===== src/rtl/regfile_pkg.sv =====
// Shared types, default sizes and address helpers for the parametrised register file.
package regfile_pkg;

    typedef enum logic {
        CLEAR = 1'b0,
        RUN   = 1'b1
    } regfile_state_e;

    localparam int DEF_WIDTH = 32;
    localparam int DEF_DEPTH = 64;

    // Depth need not be a power of two, so the top of the address space may be unpopulated.
    function automatic logic addr_valid(input logic [31:0] addr, input int unsigned depth);
        return addr < depth;
    endfunction

endpackage


===== src/rtl/regfile_clear_seq.sv =====
// Post-reset clear sequencer: sweeps every register to zero, then raises ready.
module regfile_clear_seq
    import regfile_pkg::*;
#(
    parameter int DEPTH  = DEF_DEPTH,
    parameter int ADDR_W = $clog2(DEF_DEPTH)
) (
    input  logic              clock,
    input  logic              reset,
    output logic              clr_we_o,
    output logic [ADDR_W-1:0] clr_addr_o,
    output logic              ready_o
);

    // state | meaning
    // CLEAR | writing zero to clr_ptr each cycle; port accesses ignored
    // RUN   | clear finished; register file serves reads and writes

    localparam logic [ADDR_W-1:0] LAST_ADDR = ADDR_W'(DEPTH - 1);

    regfile_state_e    state_q, state_d;
    logic [ADDR_W-1:0] clr_ptr_q, clr_ptr_d;

    always_ff @(posedge clock) begin
        if (reset) begin
            state_q   <= CLEAR;
            clr_ptr_q <= '0;
        end else begin
            state_q   <= state_d;
            clr_ptr_q <= clr_ptr_d;
        end
    end

    always_comb begin
        state_d   = state_q;
        clr_ptr_d = clr_ptr_q;
        clr_we_o  = 1'b0;
        case (state_q)
            CLEAR: begin
                clr_we_o = 1'b1;
                if (clr_ptr_q == LAST_ADDR) begin
                    state_d   = RUN;
                    clr_ptr_d = '0;
                end else begin
                    clr_ptr_d = clr_ptr_q + 1'b1;
                end
            end
            RUN: begin
                state_d = RUN;
            end
            default: begin
                state_d   = CLEAR;
                clr_ptr_d = '0;
            end
        endcase
    end

    assign clr_addr_o = clr_ptr_q;
    assign ready_o    = (state_q == RUN);

endmodule


===== src/rtl/register_file_p.sv =====
// Parametrised 2-read/1-write register file with hardware clear and optional zero register.
// Define REGFILE_BYPASS_EN for write-first (same-cycle write forwarded to the read ports).
module register_file_p
    import regfile_pkg::*;
#(
    parameter  int WIDTH    = DEF_WIDTH,
    parameter  int DEPTH    = DEF_DEPTH,
    parameter  int ZERO_REG = 1,
    localparam int ADDR_W   = $clog2(DEPTH)
) (
    input  logic              clock,
    input  logic              reset,
    input  logic [ADDR_W-1:0] rs_addr,
    input  logic [ADDR_W-1:0] rt_addr,
    input  logic [ADDR_W-1:0] rd_addr,
    input  logic              write,
    input  logic [WIDTH-1:0]  data_in,
    output logic [WIDTH-1:0]  rs,
    output logic [WIDTH-1:0]  rt,
    output logic              ready
);

    logic              clr_we;
    logic [ADDR_W-1:0] clr_addr;

    logic [WIDTH-1:0]  mem_q [DEPTH];
    logic              mem_we;
    logic [ADDR_W-1:0] mem_addr;
    logic [WIDTH-1:0]  mem_wdata;

    logic [WIDTH-1:0]  rs_q, rs_d;
    logic [WIDTH-1:0]  rt_q, rt_d;
    logic              wr_ok;
    logic              rs_ok;
    logic              rt_ok;

    function automatic logic is_zero_reg(input logic [ADDR_W-1:0] a);
        return (ZERO_REG != 0) && (a == '0);
    endfunction

    regfile_clear_seq #(
        .DEPTH  (DEPTH),
        .ADDR_W (ADDR_W)
    ) u_clear_seq (
        .clock      (clock),
        .reset      (reset),
        .clr_we_o   (clr_we),
        .clr_addr_o (clr_addr),
        .ready_o    (ready)
    );

    assign wr_ok = ready && write && addr_valid(32'(rd_addr), DEPTH) && !is_zero_reg(rd_addr);
    assign rs_ok = addr_valid(32'(rs_addr), DEPTH) && !is_zero_reg(rs_addr);
    assign rt_ok = addr_valid(32'(rt_addr), DEPTH) && !is_zero_reg(rt_addr);

    // The sequencer owns the write port until ready; nothing is written while reset is held.
    always_comb begin
        mem_we    = 1'b0;
        mem_addr  = rd_addr;
        mem_wdata = data_in;
        if (reset) begin
            mem_we = 1'b0;
        end else if (!ready) begin
            mem_we    = clr_we;
            mem_addr  = clr_addr;
            mem_wdata = '0;
        end else begin
            mem_we = wr_ok;
        end
    end

    always_ff @(posedge clock) begin
        if (mem_we) begin
            mem_q[mem_addr] <= mem_wdata;
        end
    end

    always_comb begin
        rs_d = '0;
        rt_d = '0;
        if (ready) begin
            if (rs_ok) begin
                rs_d = mem_q[rs_addr];
            end
            if (rt_ok) begin
                rt_d = mem_q[rt_addr];
            end
`ifdef REGFILE_BYPASS_EN
            // wr_ok already excludes invalid and hardwired-zero targets.
            if (wr_ok && (rd_addr == rs_addr)) begin
                rs_d = data_in;
            end
            if (wr_ok && (rd_addr == rt_addr)) begin
                rt_d = data_in;
            end
`endif
        end
    end

    always_ff @(posedge clock) begin
        if (reset) begin
            rs_q <= '0;
            rt_q <= '0;
        end else begin
            rs_q <= rs_d;
            rt_q <= rt_d;
        end
    end

    assign rs = rs_q;
    assign rt = rt_q;

endmodule


===== config.mk =====
export PLATFORM = sky130hd
export DESIGN_NAME = register_file_p
export DESIGN_NICKNAME = d
export VERILOG_FILES = /design/src/rtl/regfile_pkg.sv /design/src/rtl/regfile_clear_seq.sv /design/src/rtl/register_file_p.sv
export SDC_FILE = /design/constraint.sdc
export NUM_CORES = 2
export LEC_CHECK = 0
export CORE_ASPECT_RATIO = 1.2
export CORE_MARGIN = 3
export CORE_UTILIZATION = 45
export DETAILED_ROUTE_END_ITERATION = 7
export GPL_TIMING_DRIVEN = 0
export SLEW_MARGIN = 20
export SYNTH_ARGS = -nofsm -noshare
export SYNTH_HDL_FRONTEND = slang
export SYNTH_SLANG_ARGS = --single-unit
export TNS_END_PERCENT = 30

===== constraint.sdc =====
create_clock -name clock -period 4.3 [get_ports clock]
set_clock_uncertainty 0.15 [all_clocks]
set_input_delay 0.43 -clock clock [delete_from_list [all_inputs] [get_ports clock]]
set_output_delay 0.43 -clock clock [all_outputs]
set_load 0.01 [all_outputs]

# After elaboration in Yosys (flattened, before gate mapping)
# Memories as Yosys holds them, arrays and structs flattened. A register that Yosys moved wholly into a read port is not among the register bits.
# Index checks and enable logic that the tools add are counted.
# classes
n_mux,11
n_eq_ne,1
bitwise,1
reduce_logical,8
n_addsub,1
# op_table
op,count
2-to-1 mux 32 bit,2
logical NOT 6 bit,3
2-to-1 mux 6 bit,3
"adder 6 x 1 -> 6 bit, second input constant",1
"== test 6 bit, second input constant",1
OR reduction 3 bit,2
2-to-1 mux 1 bit,5
logical AND 1 bit,2
case mux 1 bit (2 select lines),1
logical NOT 1 bit,1
inverter 1 bit,1
# totals
input_bits,53
ff_bits,7
ram_bits,2048
wordCells,25
mem_count,1
# mem_list
memory,depth,word_bits,rd,rd_clocked_by_memory_dff,write_ports,line_no,rtl
mem_q,64,32,2,2,1,register_file_p.sv:26,logic [WIDTH-1:0] mem_q [DEPTH];

# Logic depth before layout (Yosys ltp)
# logic_depth
ltp_word,7
ltp_mapped,11

# Modules after synthesis
# From an unflattened synthesis, not the netlist that was laid out.
# unflattened
hier_cells,4647
hier_area_um2,96615.2
# modules_own_cells
mod,area_each_um2,cells_each,seq_area_each_um2,n_inst
register_file_p,96302.4,4613,62780.2,1
regfile_clear_seq,312.8,34,140.1,1

# Worst setup path before layout
# No wires, ideal clock.
# synth_timing
path_type,flip-flop to flip-flop
from,"reg u_clear_seq.state_q, in the netlist u_clear_seq.ready_o"
to,mem mem_q[17][0] in the netlist's numbering (enable)
period_less_slack_ns,3.435
setup_slack_ns,0.865
required_ns,3.729
setup_time_ns,0.421
path_buffers,1
path_stages_with_launch,7
arrival_time_ns,2.864
cell_sequence,dfxtp_1 > clkbuf_1 > nor2_1 > or3_1 > o31ai_1 > nand2_1 > nor2_1
# synth_between
elab_chain_len,6
word_cells_on_any_way,8
cone_classes,mux (6); reduce/logical (2)
# synth_rtl
element,line_no,rtl
start: declaration,regfile_clear_seq.sv:21,"regfile_state_e state_q, state_d;"
start signal: assignment,regfile_clear_seq.sv:29,state_q <= state_d;
logical AND 1 bit (2 in series),register_file_p.sv:52,"assign wr_ok = ready && write && addr_valid(32'(rd_addr), DEPTH) && !is_zero_reg(rd_addr);"
2-to-1 mux 1 bit,register_file_p.sv:63,end else if (!ready) begin
2-to-1 mux 1 bit,register_file_p.sv:61,if (reset) begin
2-to-1 mux 1 bit,register_file_p.sv:73,if (mem_we) begin
2-to-1 mux 1 bit (implied by the code),register_file_p.sv:74,mem_q[mem_addr] <= mem_wdata;
end: declaration,register_file_p.sv:26,
# Several ways; a longest one is shown, not always the timed one.

# Worst setup path after layout
# layout_timing
from,in rs_addr[3]
to,"reg rs_q[5], in the netlist rs[5], read port of mem_q"
# layout_between
elab_chain_len,2
# layout_rtl
element,line_no,rtl
start: declaration,register_file_p.sv:13,"input logic [ADDR_W-1:0] rs_addr,"
logical NOT 6 bit,register_file_p.sv:38,return (ZERO_REG != 0) && (a == '0);
OR reduction 3 bit (no source line),--,
end: declaration,register_file_p.sv:31,"logic [WIDTH-1:0] rs_q, rs_d;"
# Several ways; a longest one is shown, not always the timed one.
# A chain may end at the register's enable or synchronous reset.

==> impl_results.md <==
* Status: complete, but fails checks
* Violated checks: negative setup slack
* Total GRT Usage at 42.0%
* Via density at roughly 7.5
* Buffers plus inverters on the worst setup path at 3
* Die Y at just over 500 um
* Row count at approximately 190
* Starting Density at a little under half
* Fin Hold WS at about 0.12 ns
* Avg WL per Cell at around 55 um
* Final min period at about 4.7 ns
* First-pass GRT wire length at 598000 um
* Flops & latches, synth at between 2000 and 2500
* Leak pwr at between 0.03 and 0.04 uW
* Ys flop type: edfxtp_1
* DRT antenna net count at 0
* Crit share post-route at 110%
* Yosys warns at 0
* Unrepaired setup endpoints after global routing: no
* Mapped Avg Cell Area at 19.5 sq um
* Initial antenna violation count at just under 60
* CTS Hold Buffers Added at 0
* Yosys top cell area share at 63.4%
* Worst R2R Setup Slack at 0.06 ns
* Min-Delay Path Class: input port to flip-flop
* Startpoint Class: input port
* Post-Syn Area at a little under 100000 sq um
* CP dominant cell by count: clkbuf_1
* H-tree levels at 4
* Crit path max-delay family: buffers and inverters
* Asr flop ratio synth at 0%
* Clk buf depth at 3
* Max cap viols at 0
* Final worst slack at -0.448 ns
* CORE AREA at 214000 sq um
* Clock root buffer: clkbuf_16
* # DRC at 0
* Vias in the first global route at 60600
* Largest net degree at the start of global routing at 65
* CTS Sinks at ~2100
* Routed WL at between 400000 and 500000 um
* Inserted Clock Buffers at 213
* Synth top area cells: edfxtp_1, mux4_2, mux2i_1, dfxtp_1, o22ai_1
* Placed inst area at approximately 110000 sq um
* CP max stage cell: o22ai_1
* Remaining global-route overflow at 0
* CP peak stage delay at between 1 and 1.5 ns
* DPL Wire Length at roughly 340000 um
* Worst-path clk slew at 0.06 ns
* Crit path DAT at 5.22 ns
* Fill cells at approximately 17000
* CTS tree: built
* Routed vias at ~64000
* Crit Path Class: input port to flip-flop
* Largest area contributor in the netlist: edfxtp_1
* Layout cells sized above 1 at between 30% and 40%
* RD Place Congestion at between 1 and 1.5
* Slew Limit Fails at 0
* Fin area at approximately 110000 sq um
* Normalized max-slew margin at under 10%
* Die width at ~430 um
* Final setup violation count at 24
* Clock insertion delay at the later pin of the skew report at roughly 0.93 ns
* Data required, critical path at 4.77 ns
* Nets at between 5000 and 6000
* Worst-Margin Slew at approximately 1.4 ns
* Die area at between 200000 and 250000 sq um
* Post-synth top cells: edfxtp_1, mux4_2, mux2i_1
* Max VDD drop at approximately 0.00036 V
* Crit path max fanout at 10
* Initial DRC Count at between 10000 and 15000
* Post-Syn Instances at between 4000 and 5000
* Area growth syn-to-layout at 17.4%
* Final hold viol count at 0
* Top Ports at approximately 120
* TritonRoute pass-1 iters at 6
* Most frequent cell after synthesis: edfxtp_1
* Fmax at roughly 210 MHz
* Syn Nets at about 5000
* Post-synth EDFFs at roughly 2000
* Crit end category: flip-flop
* Critical-path cell list: clkbuf_1 > clkbuf_1 > nand3b_1 > clkbuf_1 > o22ai_1 > a211o_1 > o21ai_0
* PD cells at about 420 nW/um^2
* Register area share after synthesis at between 60 and 70%
* Input/output buffers at 109
* Yosys cell types at 54
layout by cell type, fill, tap and decap left out, types with 45 or more instances in the layout:
master	instances
clkbuf_1	123
mux2_2	78
o21ai_0	55
buf_2	121
clkbuf_16	223
clkbuf_2	58
buf_12	66
o221ai_1	45
a211oi_1	48
nor2_1	85
o22ai_1	167
clkdlybuf4s50_1	109
mux2i_1	460
nand2_1	110
a21oi_1	66
nor2_4	64
mux4_2	847
buf_4	96
buf_16	100
edfxtp_1	2048
dfxtp_1	71
final timing paths:
check | from | end | cells past startpoint
worst max-delay path | rs_addr[3] | rs[5]$_SDFF_PP0_ | 7
worst min register to register | u_clear_seq.clr_addr_o[0]$_SDFFE_PP0N_ | u_clear_seq.clr_addr_o[0]$_SDFFE_PP0N_ | 2
worst max register to register | u_clear_seq.ready_o$_SDFF_PP0_ | mem_q[23][26]$_DFFE_PP_ | 9
worst min-delay path | data_in[28] | mem_q[8][28]$_DFFE_PP_ | 2
power breakdown:
part	leakage, uW	internal, uW	switching (uW)
registers	0.0193	22700	40.6
clock network	0.00356	11300	8450
logic	0.0145	1470	3370
total	0.0373	35500	11900
cell type report:
| type | instances | area (sq um) | area share (%) |
|---|---|---|---|
| Antenna cell | 30 | 75.1 | 0.0659 |
| Buffer | 392 | 2390 | 2.09 |
| Clock buffer | 266 | 5830 | 5.12 |
| Clock inverter | 128 | 1420 | 1.25 |
| Inverter | 4 | 15.0 | 0.0132 |
| Multi-Input combinational cell | 2449 | 32600 | 28.6 |
| Sequential cell | 2119 | 62900 | 55.2 |
| Tap cell | 2820 | 3530 | 3.10 |
| Timing Repair Buffer | 290 | 5170 | 4.54 |
repair_timing:
action                                  CTS  global route
resized for setup                        11             9
endpoints found under the setup margin  106            11
pin swaps                                 2             0
setup buffers                             2             0
hold endpoints to repair                  0             0
per-stage QoR:
stage	setup TNS [ns]	utilization (%)	std cells	setup WS [ns]	total power (uW)
final	-4.31	53.2	8498	-0.448	47400
after detailed placement	-536.92	49.7	8068	-1.28	27800
after global routing	0	53.1	8479	0.00452	48000
after floorplan	0	-	4965	0.865	25400
after global placement	-8018.75	47.4	7894	-3.25	27600
after CTS	0	53.1	8464	0.0279	47000
metal layers:
layer	vias to the layer above	share of wire [%]	track usage (%)
li1	22500	-	-
met1	33500	31	47.2
met2	5987	42	59.5
met3	1622	14	17.6
met5	-	0.046	0
met4	30	13	41.4
worst register-to-register path: cells and delay by family (launching register included):
family,cells,cell delay (ns)
and+or+nand+nor,5,1.98
buffers and inverters,4,1.35
DFF,1,0.43
state kept, by name, summed over array words and instances (netlist names):
signal and flops:
rt 32, mem_q 2048, u_clear_seq.ready_o 1, u_clear_seq.clr_addr_o 6, rs 32
cell families after synthesis:
kind of cell               synth area share [%]
DFF                                        64.8
muxes                                      26.2
AOI/OAI and AO/OA                          4.67
buffers and inverters                      2.37
and+or+nand+nor                            1.87
xor gates and xnor gates                 0.0181
adders and majority gates                0.0129
(Power assumes the default switching activity.)
